**src/rtl/synth_pkg.sv**
```systemverilog
// Shared widths and FSM state type for the synth voice datapath blocks.
package synth_pkg;

    localparam int NOTE_W     = 7;
    localparam int PINC_W     = 32;
    localparam int NUM_VOICES = 4;

    typedef enum logic [1:0] {
        IDLE = 2'd0,
        ADDR = 2'd1,
        WAIT = 2'd2,
        RESP = 2'd3
    } state_t;

endpackage

```
**src/rtl/rr_arbiter.sv**
```systemverilog
// Combinational round-robin picker: the pointer position has the highest
// priority, then the following indices, wrapping back to 0.
module rr_arbiter #(
    parameter  int NUM_REQ = 4,
    localparam int PTR_W   = (NUM_REQ > 1) ? $clog2(NUM_REQ) : 1
) (
    input  logic [NUM_REQ-1:0] req,
    input  logic [PTR_W-1:0]   ptr,
    output logic [NUM_REQ-1:0] gnt,
    output logic               any
);

    localparam logic [PTR_W:0] NUM_REQ_W = (PTR_W+1)'(NUM_REQ);

    logic [PTR_W:0]   sum;
    logic [PTR_W-1:0] idx;
    logic             found;

    // The extra sum bit avoids overflow before the wrap back into range.
    always_comb begin
        gnt   = '0;
        found = 1'b0;
        sum   = '0;
        idx   = '0;
        for (int i = 0; i < NUM_REQ; i++) begin
            sum = {1'b0, ptr} + (PTR_W+1)'(i);
            if (sum >= NUM_REQ_W) begin
                sum = sum - NUM_REQ_W;
            end
            idx = sum[PTR_W-1:0];
            if (!found && req[idx]) begin
                gnt[idx] = 1'b1;
                found    = 1'b1;
            end
        end
    end

    assign any = |req;

endmodule

```
**src/rtl/phase_inc_arbiter.sv**
```systemverilog
// Shares one registered-read phase-increment ROM between several voices,
// round-robin, with a single lookup in flight at a time.
module phase_inc_arbiter
    import synth_pkg::*;
#(
    parameter  int NUM_REQ = NUM_VOICES,
    parameter  int ADDR_W  = NOTE_W,
    parameter  int DATA_W  = PINC_W,
    localparam int PTR_W   = (NUM_REQ > 1) ? $clog2(NUM_REQ) : 1
) (
    input  logic                      clk_i,
    input  logic                      rst_ni,
    input  logic [NUM_REQ-1:0]        req_i,
    input  logic [NUM_REQ*ADDR_W-1:0] note_i,
    output logic [NUM_REQ-1:0]        gnt_o,
    output logic [NUM_REQ-1:0]        rsp_valid_o,
    output logic [DATA_W-1:0]         rsp_data_o,
    output logic                      busy_o,
    output logic [ADDR_W-1:0]         rom_addr_o,
    input  logic [DATA_W-1:0]         rom_data_i
);

    state_t             state;
    logic [PTR_W-1:0]   ptr;
    logic [PTR_W-1:0]   owner;
    logic [PTR_W-1:0]   next_ptr;
    logic               mask_prev;
    logic [NUM_REQ-1:0] owner_oh;
    logic [NUM_REQ-1:0] eligible;
    logic [NUM_REQ-1:0] win_gnt;
    logic               win_any;
    logic [PTR_W-1:0]   win_idx;
    logic [ADDR_W-1:0]  win_note;

    assign owner_oh = NUM_REQ'(1) << owner;
    assign next_ptr = (owner == PTR_W'(NUM_REQ-1)) ? '0 : owner + PTR_W'(1);

    // Right after a response the owner sits out one IDLE cycle so it can drop its request.
    assign eligible = mask_prev ? (req_i & ~owner_oh) : req_i;

    rr_arbiter #(.NUM_REQ(NUM_REQ)) u_rr (
        .req (eligible),
        .ptr (ptr),
        .gnt (win_gnt),
        .any (win_any)
    );

    always_comb begin
        win_idx  = '0;
        win_note = '0;
        for (int i = 0; i < NUM_REQ; i++) begin
            if (win_gnt[i]) begin
                win_idx  = PTR_W'(i);
                win_note = note_i[i*ADDR_W +: ADDR_W];
            end
        end
    end

    always_ff @(posedge clk_i or negedge rst_ni) begin
        if (!rst_ni) begin
            state       <= IDLE;
            ptr         <= '0;
            owner       <= '0;
            mask_prev   <= 1'b0;
            gnt_o       <= '0;
            rsp_valid_o <= '0;
            rsp_data_o  <= '0;
            rom_addr_o  <= '0;
        end else begin
            gnt_o       <= '0;
            rsp_valid_o <= '0;
            mask_prev   <= 1'b0;
            case (state)
                IDLE: begin
                    if (win_any && (eligible != '0)) begin
                        rom_addr_o <= win_note;
                        owner      <= win_idx;
                        gnt_o      <= win_gnt;
                        state      <= ADDR;
                    end
                end
                ADDR: begin
                    state <= WAIT;
                end
                WAIT: begin
                    rsp_data_o  <= rom_data_i;
                    rsp_valid_o <= owner_oh;
                    ptr         <= next_ptr;
                    state       <= RESP;
                end
                RESP: begin
                    mask_prev <= 1'b1;
                    state     <= IDLE;
                end
                default: begin
                    state <= IDLE;
                end
            endcase
        end
    end

    assign busy_o = (state != IDLE);

endmodule

```
**config.mk**
```make
export PLATFORM = sky130hd
export DESIGN_NAME = phase_inc_arbiter
export DESIGN_NICKNAME = d
export VERILOG_FILES = /design/src/rtl/synth_pkg.sv /design/src/rtl/rr_arbiter.sv /design/src/rtl/phase_inc_arbiter.sv
export SDC_FILE = /design/constraint.sdc
export NUM_CORES = 1
export LEC_CHECK = 0
export BUFFER_PORTS_ARGS = -buffer_cell sky130_fd_sc_hd__buf_2
export CORE_MARGIN = 2
export CORE_UTILIZATION = 49
export DETAILED_ROUTE_END_ITERATION = 8
export PLACE_DENSITY = 0.9
export SLEW_MARGIN = 20
export SYNTH_ARGS = -nofsm -noshare
export SYNTH_HDL_FRONTEND = slang
export SYNTH_SLANG_ARGS = --single-unit
```
**constraint.sdc**
```tcl
create_clock -name clk_i -period 3.7 [get_ports clk_i]
set_input_delay 0.555 -clock clk_i [delete_from_list [all_inputs] [get_ports clk_i]]
set_output_delay 0.555 -clock clk_i [all_outputs]
set_load 0.01 [all_outputs]
```
==> key figures <==
Layout
  – Fillers: 466
  – Seq. cell area: 1350 um^2
  – Commonest cells after routing, fill and taps aside: buf_2, dfrtp_1, mux2_2
  – Final Cell Area: 3660 um^2
  – Multi-input logic area: 1470 um^2
  – Share of cells above drive strength 1: 50.1%
  – Synth-to-layout area growth: 25.1%
  – Antenna Cells: 0
  – Final net count: 427
  – Commonest non-fill, non-tap cell in the layout: buf_2

Yosys
  – Largest family of logic cells by synthesized area: multiplexers
  – Synth Instances: 234
  – Xor and xnor area share after synthesis: 0%
  – Post-synthesis mux area share: 20.2%
  – Post-synth cell types: 41
  – #FFs+latches synth: 54
  – Mapped Nets: 315
  – Top-area cell type share of the netlist area: 46.2%
  – Syn Area/Cell: 12.5 um^2
  – Simple-Gate Fraction of Synth Area: 7.70%
  – Ys flop type: dfrtp_1
  – Post-synth EDFFs: 0
  – FFs w/ async S/R, synth: 100%
  – Largest cells by area after synthesis: dfrtp_1, mux2_2, ha_1
  – Post-Synth Adder-Cell Area: 6.41%
  – Seq/Total Area, Yosys: 46.2%
  – Yosys Warn Count: 0
  – Mapped cell area: 2930 um^2
  – Synth Area in Compound Gates: 15.7%
  – Yosys top cell by area: dfrtp_1

CTS
  – Clk_lat worst skew: 0.31 ns
  – # H-tree levels: 2
  – Num CTS Buffers: 5
  – Clock Sinks: 54
  – Worst-path clk slew: 0.10 ns
  – Postcts setup bufs: 0
  – Cts repair resizes: 0
  – Clock tree buffer depth: 2
  – Hold_buf cts: 0
  – CTS root buf: clkbuf_8
  – CTS tree: built

Worst setup path
  – Buffer and inverter count on the worst path: 2
  – CP max stage delay: 0.74 ns
  – Worst Reg-to-Reg Cells: 8
  – Slowest CP cell: dfrtp_1
  – Reg2reg end: rom_addr_o[3]
  – CP endpoint: rom_addr_o[3]
  – Worst reg2reg setup slack: 0.39 ns
  – Cell mode on critical path: inv_1
  – Crit. Startpoint: ptr[0]
  – Stages on the worst setup path: 8
  – RR Startpoint: ptr[0]
  – CP Capture Type: flip-flop
  – Crit path cell chain: inv_1, ha_1, inv_1, a211oi_2, nor3b_4, a221o_1, nor4b_4, a211oi_1
  – CP Max Fanout: 17
  – Critical path class: reg2reg
  – Critical Path RT: 3.87 ns
  – CP arrival: 3.48 ns
  – Top Family by Delay on Critical Path: compound AO/OA/AOI/OAI gates
  – CP Launch Type: flip-flop

Timing
  – Skew final: 0.0137 ns
  – Min Tclk post-route: 3.31 ns
  – Fin crit share: 89.4%
  – Slew margin rel.: 46.3%
  – Final hold violations: 0
  – Setup Viol. Count Final: 0
  – Fmax: 0.302 GHz
  – Setup TNS: 0 ns
  – RSZ-0062 raised after global routing: false
  – Fin. max-slew vios: 0
  – Worst-margin pin slew: 0.806 ns
  – Hold Slack: 0.332 ns

Pwr
  – Cell area power density: 909 nW/um^2
  – Leakage Power: 1.79 nW
  – Worst IR Drop VDD: 0.420 mV

Drt
  – Vias/cell: 5.25
  – DRT Pass-1 Iters: 4
  – Routed Antenna Nets: 0
  – Wire length per cell: 15.0 um
  – Total vias in the final route: 2217
  – DRC: 0
  – WL final: 6350 um
  – Initial DRC count: 56

Floorplanning
  – Core footprint: 5850 um^2
  – Die W: 81.3 um
  – Top-level port count: 114
  – Die Ht: 81.3 um
  – Initial core utilization: 50.0%
  – Cell row count: 28
  – Die area: 6610 um^2

Placement
  – Post-DP Area: 3540 um^2
  – GP Congestion: 0.919
  – IO buf count: 113
  – Detailed Place HPWL: 5020 um

Global routing
  – Initial antenna violation count: 0
  – Largest net degree at the start of global routing: 39
  – First-pass GRT wire length: 9900 um
  – Vias in the first global route: 2126
  – Total global-route track usage: 19.4%
  – Grt total ovfl: 0

Status
  – Outcome: finished clean

Job
  – Max Cap Viol: 0

Hold path
  – Hold crit path type: in2async
==> state kept, by name, summed over array words and instances, names as in the netlist <==
signal	flops
ptr	2
rom_addr_o	7
rsp_data_o	32
mask_prev	1
gnt_o	4
rsp_valid_o	4
state	2
owner	2
==> cells by family after synthesis <==
| logic type | count (synthesis) |
|---|---|
| and+or+nand+nor | 37 |
| muxes | 52 |
| DFF | 54 |
| buffers and inverters | 24 |
| adders and majority gates | 15 |
| AOI/OAI and AO/OA | 52 |
==> synthesized netlist by cell type, types with 2 or more instances <==
| cell | number |
|---|---|
| a21oi_1 | 4 |
| mux2_2 | 32 |
| buf_6 | 2 |
| and2_1 | 5 |
| mux2_4 | 4 |
| nand2_1 | 6 |
| a211o_1 | 4 |
| a221o_1 | 2 |
| o21ai_0 | 6 |
| a21boi_0 | 7 |
| mux2i_1 | 13 |
| clkbuf_1 | 3 |
| a211oi_1 | 6 |
| a221oi_4 | 2 |
| dfrtp_1 | 54 |
| nor2_1 | 13 |
| a21oi_4 | 2 |
| nor4_1 | 7 |
| o2bb2ai_1 | 7 |
| mux2i_2 | 3 |
| inv_1 | 14 |
| buf_1 | 3 |
| ha_1 | 15 |
| a211oi_2 | 3 |
==> metal layers <==
metal | track usage (%) | vias up | wire length, um
met3 | 4.44 | 8 | 472
met1 | 25.3 | 1037 | 2800
met4 | 5.76 | 0 | 96
met5 | 0 | - | 0
li1 | - | 1075 | -
met2 | 32.3 | 97 | 2980
==> per-stage QoR <==
| step | std cells | setup slack (ns) | util [%] | power, mW |
|---|---|---|---|---|
| 2_1_floorplan | 234 | 1.12 | - | 2.42 |
| 3_3_place_gp | 414 | 0.566 | 60.6 | 2.86 |
| 3_5_place_dp | 414 | 0.435 | 60.6 | 2.94 |
| 4_1_cts | 422 | 0.445 | 62.6 | 3.34 |
| 5_1_grt | 422 | 0.106 | 62.6 | 3.58 |
| 6_report | 422 | 0.393 | 62.6 | 3.33 |
==> area by class of cell <==
type                       instances  area share, %
timing repair buffer             115           15.9
multi-input combinational        156           40.0
tap                               75           2.56
sequential                        54           36.9
clock inverter                     3           1.30
clock buffer                       5           1.88
inverter                          14           1.44
==> how the worst min path moves through the flow <==
stage          slack, ns  depth (start not counted)            from             end
2_1_floorplan       0.26                          0          rst_ni        gnt_o[0]
5_1_grt             0.39                          1          rst_ni  rsp_data_o[18]
3_5_place_dp        0.49                          1  rsp_data_o[31]  rsp_data_o[31]
6_report            0.33                          1          rst_ni   rsp_data_o[0]
3_3_place_gp        0.48                          1  rsp_data_o[26]  rsp_data_o[26]
4_1_cts             0.35                          1          rst_ni  rsp_data_o[18]
==> power by group <==
| part | internal (mW) | switching [mW] |
|---|---|---|
| logic | 0.857 | 0.997 |
| clock network | 0.206 | 0.194 |
| registers | 0.881 | 0.193 |
| total | 1.94 | 1.38 |
(Power assumes the default switching activity.)
